`config.mk`:
```
export PLATFORM = sky130hd
export DESIGN_NAME = float_add_pipe_flat
export DESIGN_NICKNAME = d
export VERILOG_FILES = /design/src/rtl/float_add_pipe_if.sv /design/src/rtl/float_add_pipe.sv /design/src/flat_wrapper.sv
export SDC_FILE = /design/constraint.sdc
export NUM_CORES = 1
export LEC_CHECK = 0
export BUFFER_PORTS_ARGS = -buffer_cell sky130_fd_sc_hd__buf_2
export CAP_MARGIN = 10
export CORE_UTILIZATION = 50
export DETAILED_ROUTE_END_ITERATION = 10
export PLACE_DENSITY = 0.68
export SYNTH_ARGS = -nofsm -noshare
export SYNTH_HDL_FRONTEND = slang
export SYNTH_SLANG_ARGS = --single-unit
export TNS_END_PERCENT = 1
```
`constraint.sdc`:
```
create_clock -name clk -period 15.94 [get_ports clk]
set_clock_uncertainty 0.1 [all_clocks]
set_input_delay 3.188 -clock clk [delete_from_list [all_inputs] [get_ports clk]]
set_output_delay 3.188 -clock clk [all_outputs]
set_load 0.1 [all_outputs]
```
`src/rtl/float_add_pipe_if.sv`:
```
// float_add_pipe_if
//   Groups the operand handshake and result handshake of float_add_pipe.
//   Signals:
//     in_valid / in_ready : operand handshake (transfer when both high)
//     a, b, sub           : operands and add/subtract select
//     out_valid/out_ready : result handshake
//     out, overflow       : result word and saturation flag
//   Modports:
//     master : producer of operands and consumer of results (e.g. a bench)
//     slave  : the adder itself
interface float_add_pipe_if #(
  parameter int float_width = 32
);
  logic                   in_valid;
  logic                   in_ready;
  logic [float_width-1:0] a;
  logic [float_width-1:0] b;
  logic                   sub;
  logic                   out_valid;
  logic                   out_ready;
  logic [float_width-1:0] out;
  logic                   overflow;

  modport master (
    output in_valid, a, b, sub, out_ready,
    input  in_ready, out_valid, out, overflow
  );

  modport slave (
    input  in_valid, a, b, sub, out_ready,
    output in_ready, out_valid, out, overflow
  );
endinterface

```
`src/rtl/float_add_pipe.sv`:
```
// float_add_pipe
//   Three-stage pipelined floating-point adder/subtractor with truncation.
//     S1: unpack, order by magnitude, align the smaller mantissa
//     S2: add or subtract magnitudes
//     S3: normalise, detect overflow/underflow, pack
//   Zero exponent means zero (no denormals); inf/NaN inputs are not special.
//   The whole pipeline stalls together when the result is held.
//   Ports:
//     clk : rising-edge clock
//     rst : synchronous active-high reset, drops everything in flight
//     bus : float_add_pipe_if.slave (operand and result handshakes)
module float_add_pipe #(
  parameter int float_width      = 32,
  parameter int float_exp_width  = 8,
  parameter int float_mant_width = 23
) (
  input  logic           clk,
  input  logic           rst,
  float_add_pipe_if.slave bus
);
  localparam int FW  = float_width;
  localparam int EW  = float_exp_width;
  localparam int MW  = float_mant_width;
  localparam int DW  = MW + 2;            // carry bit + hidden bit + fraction
  localparam int XW  = EW + 2;            // exponent with headroom and sign
  localparam int LZW = $clog2(DW + 1);
  localparam logic [31:0]   SHIFT_LIM = 32'(MW + 2);
  localparam logic [XW-1:0] EXP_MAX   = {2'b00, {EW{1'b1}}};

  // Global stall: every stage moves only when the output slot frees up.
  logic advance;
  assign advance      = !bus.out_valid || bus.out_ready;
  assign bus.in_ready = advance;

  // ---------------- S1: unpack / compare / align ----------------
  logic [FW-1:0] op_raw  [2];
  logic          op_sign [2];
  logic [EW-1:0] op_exp  [2];
  logic [MW:0]   op_man  [2];

  assign op_raw[0] = bus.a;
  assign op_raw[1] = bus.b;

  genvar gi;
  generate
    for (gi = 0; gi < 2; gi++) begin : g_unpack
      assign op_exp[gi]  = op_raw[gi][MW +: EW];
      // A zero exponent forces the whole magnitude to zero, fraction ignored.
      assign op_man[gi]  = (op_exp[gi] != '0) ? {1'b1, op_raw[gi][MW-1:0]} : '0;
      // Only operand b is affected by the subtract select.
      assign op_sign[gi] = op_raw[gi][FW-1] ^ (bus.sub & (gi == 1));
    end
  endgenerate

  logic          a_ge_b;
  logic          s1_sign_next;
  logic          s1_eff_sub_next;
  logic [EW-1:0] s1_exp_next;
  logic [EW-1:0] exp_small;
  logic [EW-1:0] exp_diff;
  logic [MW:0]   s1_man_l_next;
  logic [MW:0]   man_small;
  logic [MW:0]   s1_man_s_next;

  assign a_ge_b = {op_exp[0], op_man[0]} >= {op_exp[1], op_man[1]};

  always_comb begin
    s1_sign_next    = a_ge_b ? op_sign[0] : op_sign[1];
    s1_exp_next     = a_ge_b ? op_exp[0]  : op_exp[1];
    s1_man_l_next   = a_ge_b ? op_man[0]  : op_man[1];
    exp_small       = a_ge_b ? op_exp[1]  : op_exp[0];
    man_small       = a_ge_b ? op_man[1]  : op_man[0];
    s1_eff_sub_next = op_sign[0] ^ op_sign[1];
    exp_diff        = s1_exp_next - exp_small;
    if (32'(exp_diff) >= SHIFT_LIM) begin
      s1_man_s_next = '0;
    end else begin
      s1_man_s_next = man_small >> exp_diff;
    end
  end

  logic          s1_valid_reg;
  logic          s1_sign_reg;
  logic          s1_eff_sub_reg;
  logic [EW-1:0] s1_exp_reg;
  logic [MW:0]   s1_man_l_reg;
  logic [MW:0]   s1_man_s_reg;

  // ---------------- S2: magnitude add / subtract ----------------
  logic [DW-1:0] s2_sum_next;
  assign s2_sum_next = s1_eff_sub_reg ? ({1'b0, s1_man_l_reg} - {1'b0, s1_man_s_reg})
                                      : ({1'b0, s1_man_l_reg} + {1'b0, s1_man_s_reg});

  logic          s2_valid_reg;
  logic          s2_sign_reg;
  logic [EW-1:0] s2_exp_reg;
  logic [DW-1:0] s2_sum_reg;

  // ---------------- S3: normalise / pack ----------------
  logic [LZW-1:0] lz;
  logic           lz_found;
  logic [MW-1:0]  norm_frac;
  logic [XW-1:0]  norm_exp;
  logic [FW-1:0]  res_next;
  logic           ovf_next;

  always_comb begin
    lz       = '0;
    lz_found = 1'b0;
    // Leading zeros below the carry bit; only meaningful without carry.
    for (int i = DW - 2; i >= 0; i--) begin
      if (!lz_found) begin
        if (s2_sum_reg[i]) lz_found = 1'b1;
        else               lz = lz + LZW'(1);
      end
    end
  end

  always_comb begin
    norm_frac = '0;
    norm_exp  = '0;
    res_next  = '0;
    ovf_next  = 1'b0;
    if (s2_sum_reg[DW-1]) begin
      norm_frac = s2_sum_reg[MW:1];
      norm_exp  = {2'b00, s2_exp_reg} + XW'(1);
    end else begin
      // The hidden bit lands just above the stored fraction and drops off.
      norm_frac = s2_sum_reg[MW-1:0] << lz;
      norm_exp  = {2'b00, s2_exp_reg} - XW'(lz);
    end
    if (s2_sum_reg == '0) begin
      res_next = '0;                          // exact cancellation or 0+0
    end else if (norm_exp[XW-1] || norm_exp == '0) begin
      res_next = '0;                          // underflow flushes to +0
    end else if (norm_exp >= EXP_MAX) begin
      res_next = {s2_sign_reg, {EW{1'b1}}, {MW{1'b0}}};
      ovf_next = 1'b1;
    end else begin
      res_next = {s2_sign_reg, norm_exp[EW-1:0], norm_frac};
    end
  end

  logic          out_valid_reg;
  logic [FW-1:0] out_reg;
  logic          overflow_reg;

  always_ff @(posedge clk) begin
    if (rst) begin
      s1_valid_reg   <= 1'b0;
      s1_sign_reg    <= 1'b0;
      s1_eff_sub_reg <= 1'b0;
      s1_exp_reg     <= '0;
      s1_man_l_reg   <= '0;
      s1_man_s_reg   <= '0;
      s2_valid_reg   <= 1'b0;
      s2_sign_reg    <= 1'b0;
      s2_exp_reg     <= '0;
      s2_sum_reg     <= '0;
      out_valid_reg  <= 1'b0;
      out_reg        <= '0;
      overflow_reg   <= 1'b0;
    end else if (advance) begin
      s1_valid_reg  <= bus.in_valid;
      s2_valid_reg  <= s1_valid_reg;
      out_valid_reg <= s2_valid_reg;
      if (bus.in_valid) begin
        s1_sign_reg    <= s1_sign_next;
        s1_eff_sub_reg <= s1_eff_sub_next;
        s1_exp_reg     <= s1_exp_next;
        s1_man_l_reg   <= s1_man_l_next;
        s1_man_s_reg   <= s1_man_s_next;
      end
      if (s1_valid_reg) begin
        s2_sign_reg <= s1_sign_reg;
        s2_exp_reg  <= s1_exp_reg;
        s2_sum_reg  <= s2_sum_next;
      end
      if (s2_valid_reg) begin
        out_reg      <= res_next;
        overflow_reg <= ovf_next;
      end
    end
  end

  assign bus.out_valid = out_valid_reg;
  assign bus.out       = out_reg;
  assign bus.overflow  = overflow_reg;
endmodule
```
`src/flat_wrapper.sv`:
```
// flat-port wrapper written by rule: the top's interface ports become plain ports
module float_add_pipe_flat 
#(
  parameter int float_width      = 32,
  parameter int float_exp_width  = 8,
  parameter int float_mant_width = 23
)
  (clk, rst, bus_in_valid, bus_a, bus_b, bus_sub, bus_out_ready, bus_in_ready, bus_out_valid, bus_out, bus_overflow);
  float_add_pipe_if #(.float_width(float_width)) bus_i ();
  input  logic clk;
  input  logic rst;
  input wire logic [$bits(bus_i.in_valid)-1:0] bus_in_valid;
  input wire logic [$bits(bus_i.a)-1:0] bus_a;
  input wire logic [$bits(bus_i.b)-1:0] bus_b;
  input wire logic [$bits(bus_i.sub)-1:0] bus_sub;
  input wire logic [$bits(bus_i.out_ready)-1:0] bus_out_ready;
  output wire logic [$bits(bus_i.in_ready)-1:0] bus_in_ready;
  output wire logic [$bits(bus_i.out_valid)-1:0] bus_out_valid;
  output wire logic [$bits(bus_i.out)-1:0] bus_out;
  output wire logic [$bits(bus_i.overflow)-1:0] bus_overflow;
  assign bus_i.in_valid = bus_in_valid;
  assign bus_i.a = bus_a;
  assign bus_i.b = bus_b;
  assign bus_i.sub = bus_sub;
  assign bus_i.out_ready = bus_out_ready;
  assign bus_in_ready = bus_i.in_ready;
  assign bus_out_valid = bus_i.out_valid;
  assign bus_out = bus_i.out;
  assign bus_overflow = bus_i.overflow;
  float_add_pipe #(.float_width(float_width), .float_exp_width(float_exp_width), .float_mant_width(float_mant_width)) u_core (.clk(clk), .rst(rst), .bus(bus_i));
endmodule
```
; Yosys cells after proc, flatten, opt, wreduce, memory -nomap -nowiden
; Index checks and enable logic that the tools add are counted.
[totals]
input_bits = 69
memories = 0
mem_bits_rw = 0
mem_bits_ro = 0
elab_cells = 167
regBits = 128
latch_bits = 0
output_inout_bits = 35
[classes]
order_cmp = 3
shifts = 2
div_mod_pow = 0
bitwise_logic = 2
eq_ne = 0
mul = 0
n_reduce_logical = 10
muxes = 109
n_addsub = 28
[op_table]
columns = op, n
row1 = $mux 5, 46
row2 = $mux 24, 5
row3 = $add 5x1->5 const B, 23
row4 = $mux 32, 2
row5 = $mux 1, 50
row6 = $ge 32x32->1, 1
row7 = $mux 31, 1
row8 = $add 24x24->25, 1
row9 = $logic_not 25->1, 1
row10 = $mux 25, 1
row11 = $sub 24x24->25, 1
row12 = $shr 24x8->24, 1
row13 = $mux 23, 1
row14 = $shl 23x5->23, 1
row15 = $mux 8, 2
row16 = $reduce_bool 8->1, 2
row17 = $ge 10x8->1 const B, 1
row18 = $logic_not 10->1, 1
row19 = $mux 10, 1
row20 = $add 8x1->9 const B, 1
row21 = $sub 8x5->9, 1
row22 = $ge 8x5->1 const B, 1
row23 = $sub 8x8->8, 1
row24 = $reduce_and 2->1, 3
row25 = other kinds (3), 5

; Longest topological paths before layout
[logic_depth]
ltp_word = 76
mapped_depth = 79
mapped_depth_nobuf = 74

; Worst setup path before layout
; No wires, ideal clock.
[synth_timing]
path_kind = reg-to-reg
startpoint = register u_core.s2_sum_reg[23]
endpoint = register u_core.out_reg[7] (netlist: u_core.bus.out[7])
arrival_time_ns = 14.033
setup_ns = 0.087
setup_slack_ns = 1.720
path_buffers = 5
period_less_slack_ns = 14.220
stages_incl_launch_ff = 78
required_ns = 15.753
cell_sequence = dfxtp_1 > clkbuf_1 > nor2_1 > ha_1 > o31a_1 > ha_1 > and3b_1 > o21ai_0 > a31o_1 > nand2_1 > ha_1 > mux2_2 > nor3_1 > a21o_1 > o21ai_1 > a211oi_1 > a41oi_1 > mux2_2 > [42 not listed] > clkbuf_1 > ha_1 > a21o_1 > a21oi_1 > nor2b_1 > nor4_1 > nor2_1 > xnor2_1 > nand3_1 > nor4_1 > a31oi_1 > nand2_1 > nor2_1 > and2_0 > clkbuf_1 > clkbuf_1 > a22oi_1 > o31ai_1
[synth_via]
elab_chain_len = 76
elab_cells_between_ends = 104
cone_classes = 24 x add/sub / 1 x order compare / 1 x shift / 75 x mux / 3 x reduce/logical
[synth_lines]
columns = element, line
row1 = "start, declared", float_add_pipe.sv:97  ; logic [DW-1:0] s2_sum_reg;
row2 = "start signal, assigned", float_add_pipe.sv:177  ; s2_sum_reg <= s2_sum_next;
row3 = $mux 1, float_add_pipe.sv:113  ; if (s2_sum_reg[i]) lz_found = 1'b1;
row4 = $add 5x1->5, float_add_pipe.sv:114  ; else lz = lz + LZW'(1);
row5 = $mux 5, float_add_pipe.sv:113
row6 = $mux 5, float_add_pipe.sv:112  ; if (!lz_found) begin
row7 = $add 5x1->5, float_add_pipe.sv:114
row8 = $mux 5, float_add_pipe.sv:113
row9 = $mux 5, float_add_pipe.sv:112
row10 = $add 5x1->5, float_add_pipe.sv:114
row11 = [60 not listed], --
row12 = $mux 5, float_add_pipe.sv:113
row13 = $mux 5, float_add_pipe.sv:112
row14 = $sub 8x5->9, float_add_pipe.sv:130  ; norm_exp = {2'b00, s2_exp_reg} - XW'(lz);
row15 = $mux 10, float_add_pipe.sv:124  ; if (s2_sum_reg[DW-1]) begin
row16 = $ge 10x8->1 or $logic_not 10->1 (tied branches), "float_add_pipe.sv:136, float_add_pipe.sv:134"
row17 = $mux 31 or $logic_or 1x1->1 (tied branches), "float_add_pipe.sv:136, float_add_pipe.sv:134"
row18 = $mux 32, float_add_pipe.sv:134  ; end else if (norm_exp[XW-1] || norm_exp == '0) begin
row19 = $mux 32 (*), float_add_pipe.sv:132  ; if (s2_sum_reg == '0) begin
row20 = "end signal, assigned", float_add_pipe.sv:180  ; out_reg <= res_next;
row21 = "end, declared", float_add_pipe.sv:145  ; logic [FW-1:0] out_reg;
; Every way passes the cells marked *; elsewhere a longest branch is shown, timed or not.
; A chain may end at the register's enable or synchronous reset.

; Final worst setup path
[layout_timing]
startpoint = register u_core.s2_sum_reg[22]
endpoint = register u_core.out_reg[13] (netlist: u_core.bus.out[13])
[layout_via]
elab_chain_len = 74
elab_cells_between_ends = 102
cone_classes = 23 x add/sub / 1 x order compare / 1 x shift / 74 x mux / 3 x reduce/logical
[layout_lines]
columns = element, line
row1 = $mux 5, float_add_pipe.sv:113
row2 = $mux 5, float_add_pipe.sv:112
row3 = $add 5x1->5, float_add_pipe.sv:114
row4 = $mux 5, float_add_pipe.sv:113
row5 = $mux 5, float_add_pipe.sv:112
row6 = $add 5x1->5, float_add_pipe.sv:114
row7 = $mux 5, float_add_pipe.sv:113
row8 = $mux 5, float_add_pipe.sv:112
row9 = [58 not listed], --
row10 = $mux 5, float_add_pipe.sv:113
row11 = $mux 5, float_add_pipe.sv:112
row12 = $sub 8x5->9, float_add_pipe.sv:130
row13 = $mux 10, float_add_pipe.sv:124
row14 = $ge 10x8->1 or $logic_not 10->1 (tied branches), "float_add_pipe.sv:136, float_add_pipe.sv:134"
row15 = $mux 31 or $logic_or 1x1->1 (tied branches), "float_add_pipe.sv:136, float_add_pipe.sv:134"
row16 = $mux 32, float_add_pipe.sv:134
row17 = $mux 32 (*), float_add_pipe.sv:132
; Marked as above.

==> key figures <==
Timing
  – Hold Fails Final Rpt: 0
  – Period minus WS final: about 15 ns
  – Setup TNS Final: 0 ns
  – Final Max Slew Viols: 0
  – F_max: between 0.06 and 0.07 GHz
  – RSZ-0062 raised after global routing: no
  – Slew @ Worst Pin: 1.11 ns
  – Setup violators final: 0
  – Fin crit share: 0.921
  – Hold Slack: 0.356 ns
  – Slew headroom: 0.258

Logic synthesis
  – Commonest cells in the netlist: 219 x nand2_1, 191 x nor2_1, 162 x a21oi_1
  – Xor-xnor portion of the synthesized cell area: 0.0770
  – Synth Net Count: between 1,500 and 2,000
  – Compound-Gate Fraction of Synth Area: 0.265
  – Synthesized area: roughly 13,000 um2
  – Mapped Avg Cell Area: roughly 7.3 um2
  – Post-synth top area share: 0.196
  – Multiplexer share of the synthesized area: 0.0858
  – Dominant cell type by area after synthesis: dfxtp_1
  – Cells after synthesis: 1,787
  – Synth Register Bits: around 130
  – Adder-cell area share of the yosys netlist: 0.0867
  – Largest family of logic cells by synthesized area: compound AO/OA/AOI/OAI gates
  – Share of the yosys chip area belonging to registers: 0.196
  – Synth warnings: 0
  – Synthesized-area fraction occupied by and/or/nand/nor cells: 0.234
  – Ys async rst share: 0
  – Post-synth cell types: between 90 and 100
  – EDFF count, synth: 0
  – Most common cell in the synthesized netlist: nand2_1
  – Area contributors post-synth: dfxtp_1 20%, ha_1 8.1%, nand2_1 6.3%
  – Primary FF master, synth: dfxtp_1

Worst hold path
  – Min-Delay Path Depth: 2
  – Hold Path Class: reg -> reg
  – Worst Hold End: u_core.s1_sign_reg
  – Hold path start: u_core.s1_sign_reg

Floorplanning
  – Core area: 25,400 um2
  – Cell row count: 58
  – Starting Density: 0.514
  – Die X: approximately 160 um
  – Die Area: between 20,000 and 30,000 um2
  – I/O pin count: roughly 100
  – Die Y-Extent: 164 um

Global route
  – Number of global-route vias before repair: around 12,000
  – First-pass GRT wire length: about 62,000 um
  – Total gr overflow: 0
  – Initial antenna violation count: 0
  – Total track usage: 0.290
  – Largest net degree at the start of global routing: 68

Clock network
  – Num CTS Buffers: 17
  – Root Buffer: clkbuf_16
  – Post-CTS Setup Inserts: 0
  – Worst-path clk slew: approximately 0.06 ns
  – H-tree levels: 4
  – Clock Sink Count: approximately 130
  – CTS max path bufs: 2
  – CTS tree: done
  – Hold buffer count at CTS: 0
  – Skew-Pair Late Insertion Delay: around 0.43 ns

Setup path
  – R2r endpoint: u_core.bus.out[13]
  – R2R setup slack: around 1.3 ns
  – Worst Path Class, Setup: reg -> reg
  – Max FO, Critical Path: 15
  – CP max stage delay: roughly 0.51 ns
  – Worst setup SP type: flip-flop
  – Critical Path End Type: flip-flop
  – Reg2Reg Launch Point: u_core.s2_sum_reg[22]
  – Critical path arrival: 14.88 ns
  – Reg2reg path depth: 72
  – Req. time, crit path: 16.14 ns
  – CP most frequent cell: ha_1
  – Slowest CP cell: dfxtp_1

Cells and area
  – Fraction of layout cells with a size suffix above 1: 0.119
  – Layout area overhead: 9.62%
  – Largest register FFs: 32
  – # diodes: 0
  – Multi-input gate area: just under 10,000 um2
  – FF+latch area: approximately 2600 um2
  – Nets: just under 2,000
  – Filler cell count: between 2,000 and 3,000

Route
  – DRT iter0 DRCs: around 1,000
  – Via count: around 13,000
  – Via density: ~6.1
  – Routed WL: 39,000 um
  – Drt first pass iters: 7
  – DRC: 0
  – Routed Antenna Nets: 0
  – WL/cell: 18.1 um

Job
  – Max_cap viols: 0

Run status
  – Status: completed

Placed design
  – Port Buffer Count: a little over 100
  – Post-DP HPWL: between 30,000 and 40,000 um
  – GPL Wtd Cong: ~0.95
worst max-delay path by stage:
stage,start,end,slack [ns],cells after the start
CTS,u_core.s2_sum_reg[22],u_core.bus.out[13],0.70,73
floorplan,u_core.s2_sum_reg[23],u_core.bus.out[7],1.72,77
global route,u_core.s2_sum_reg[22],u_core.bus.out[3],0.03,72
detailed placement,u_core.s2_sum_reg[22],u_core.bus.out[13],0.83,73
finish,u_core.s2_sum_reg[22],u_core.bus.out[13],1.27,72
global placement,u_core.s2_sum_reg[22],u_core.bus.out[7],1.33,73
kinds of logic (layout without fill, tap and decap cells):
kind of cell	after synthesis	count (layout)
flops	128	128
simple gates	659	659
buf+inv	180	219
fa+ha+maj	90	90
mux	104	104
compound gates	527	527
xor+xnor	99	99
per-layer routing:
layer,GRT usage,share of wire
met5,0,0
met4,0.116,0.028
met3,0.0340,0.056
met2,0.497,0.48
met1,0.368,0.44
per-stage QoR:
step                      instance area [um2]   util  setup slack (ns)  instances
after floorplan                         13000      -              1.72       1787
after global placement                  13700  0.539              1.33       2124
after detailed placement                13700  0.539             0.830       2124
after CTS                               14300  0.562             0.699       2156
after global routing                    14300  0.563            0.0334       2156
final                                   14300  0.563              1.27       2156
layout by cell type, fill, tap and decap left out, types with 6 or more instances in the layout:
master,Yosys,routed
nor4_1,15,15
a2111oi_0,6,6
nor2_1,191,190
o31a_1,6,6
and3_1,13,13
nand4_1,13,13
o21ai_1,12,11
a31oi_1,19,19
o31ai_1,11,11
or3_1,14,14
nor3_1,43,43
a21oi_1,162,160
o21bai_1,6,6
buf_2,8,103
a211oi_1,40,39
mux2i_1,77,77
nor2b_1,19,19
and2_1,39,38
a211o_1,8,8
a22o_1,13,13
nand3_1,44,44
clkbuf_16,0,17
a2bb2oi_1,7,7
nand2b_1,14,14
o211ai_1,29,29
nand2_1,219,219
a22oi_1,28,28
ha_1,84,84
o21a_1,12,12
inv_1,64,64
xor2_1,18,17
mux2_2,23,23
a21o_1,26,26
o21ai_0,87,87
a311oi_1,12,12
buf_4,1,17
dfxtp_1,128,128
xnor2_1,70,69
worst max-delay path, delay by kind of cell, from the launching register on:
family	cells	cell delay (ns)
AOI/OAI and AO/OA	26	4.94
and+or+nand+nor	24	3.82
adders and majority gates	12	3.40
muxes	4	0.82
xor gates and xnor gates	3	0.61
DFF	1	0.51
buffers and inverters	3	0.34
cell type report:
cell class | instances | area share
clock buffer | 17 | 0.0297
tap | 330 | 0.0289
multi-input combinational | 1479 | 0.687
sequential | 128 | 0.179
clock inverter | 15 | 0.0128
inverter | 67 | 0.0176
timing repair buffer | 120 | 0.0450
timing repair:
item                       in CTS  in global routing
hold endpoints to repair        0                  0
resized for setup               0                  5
setup endpoints to repair       0                 20
Power is not shown: default switching activity piles up to over one toggle a cycle in this logic, so the estimate is an artifact.
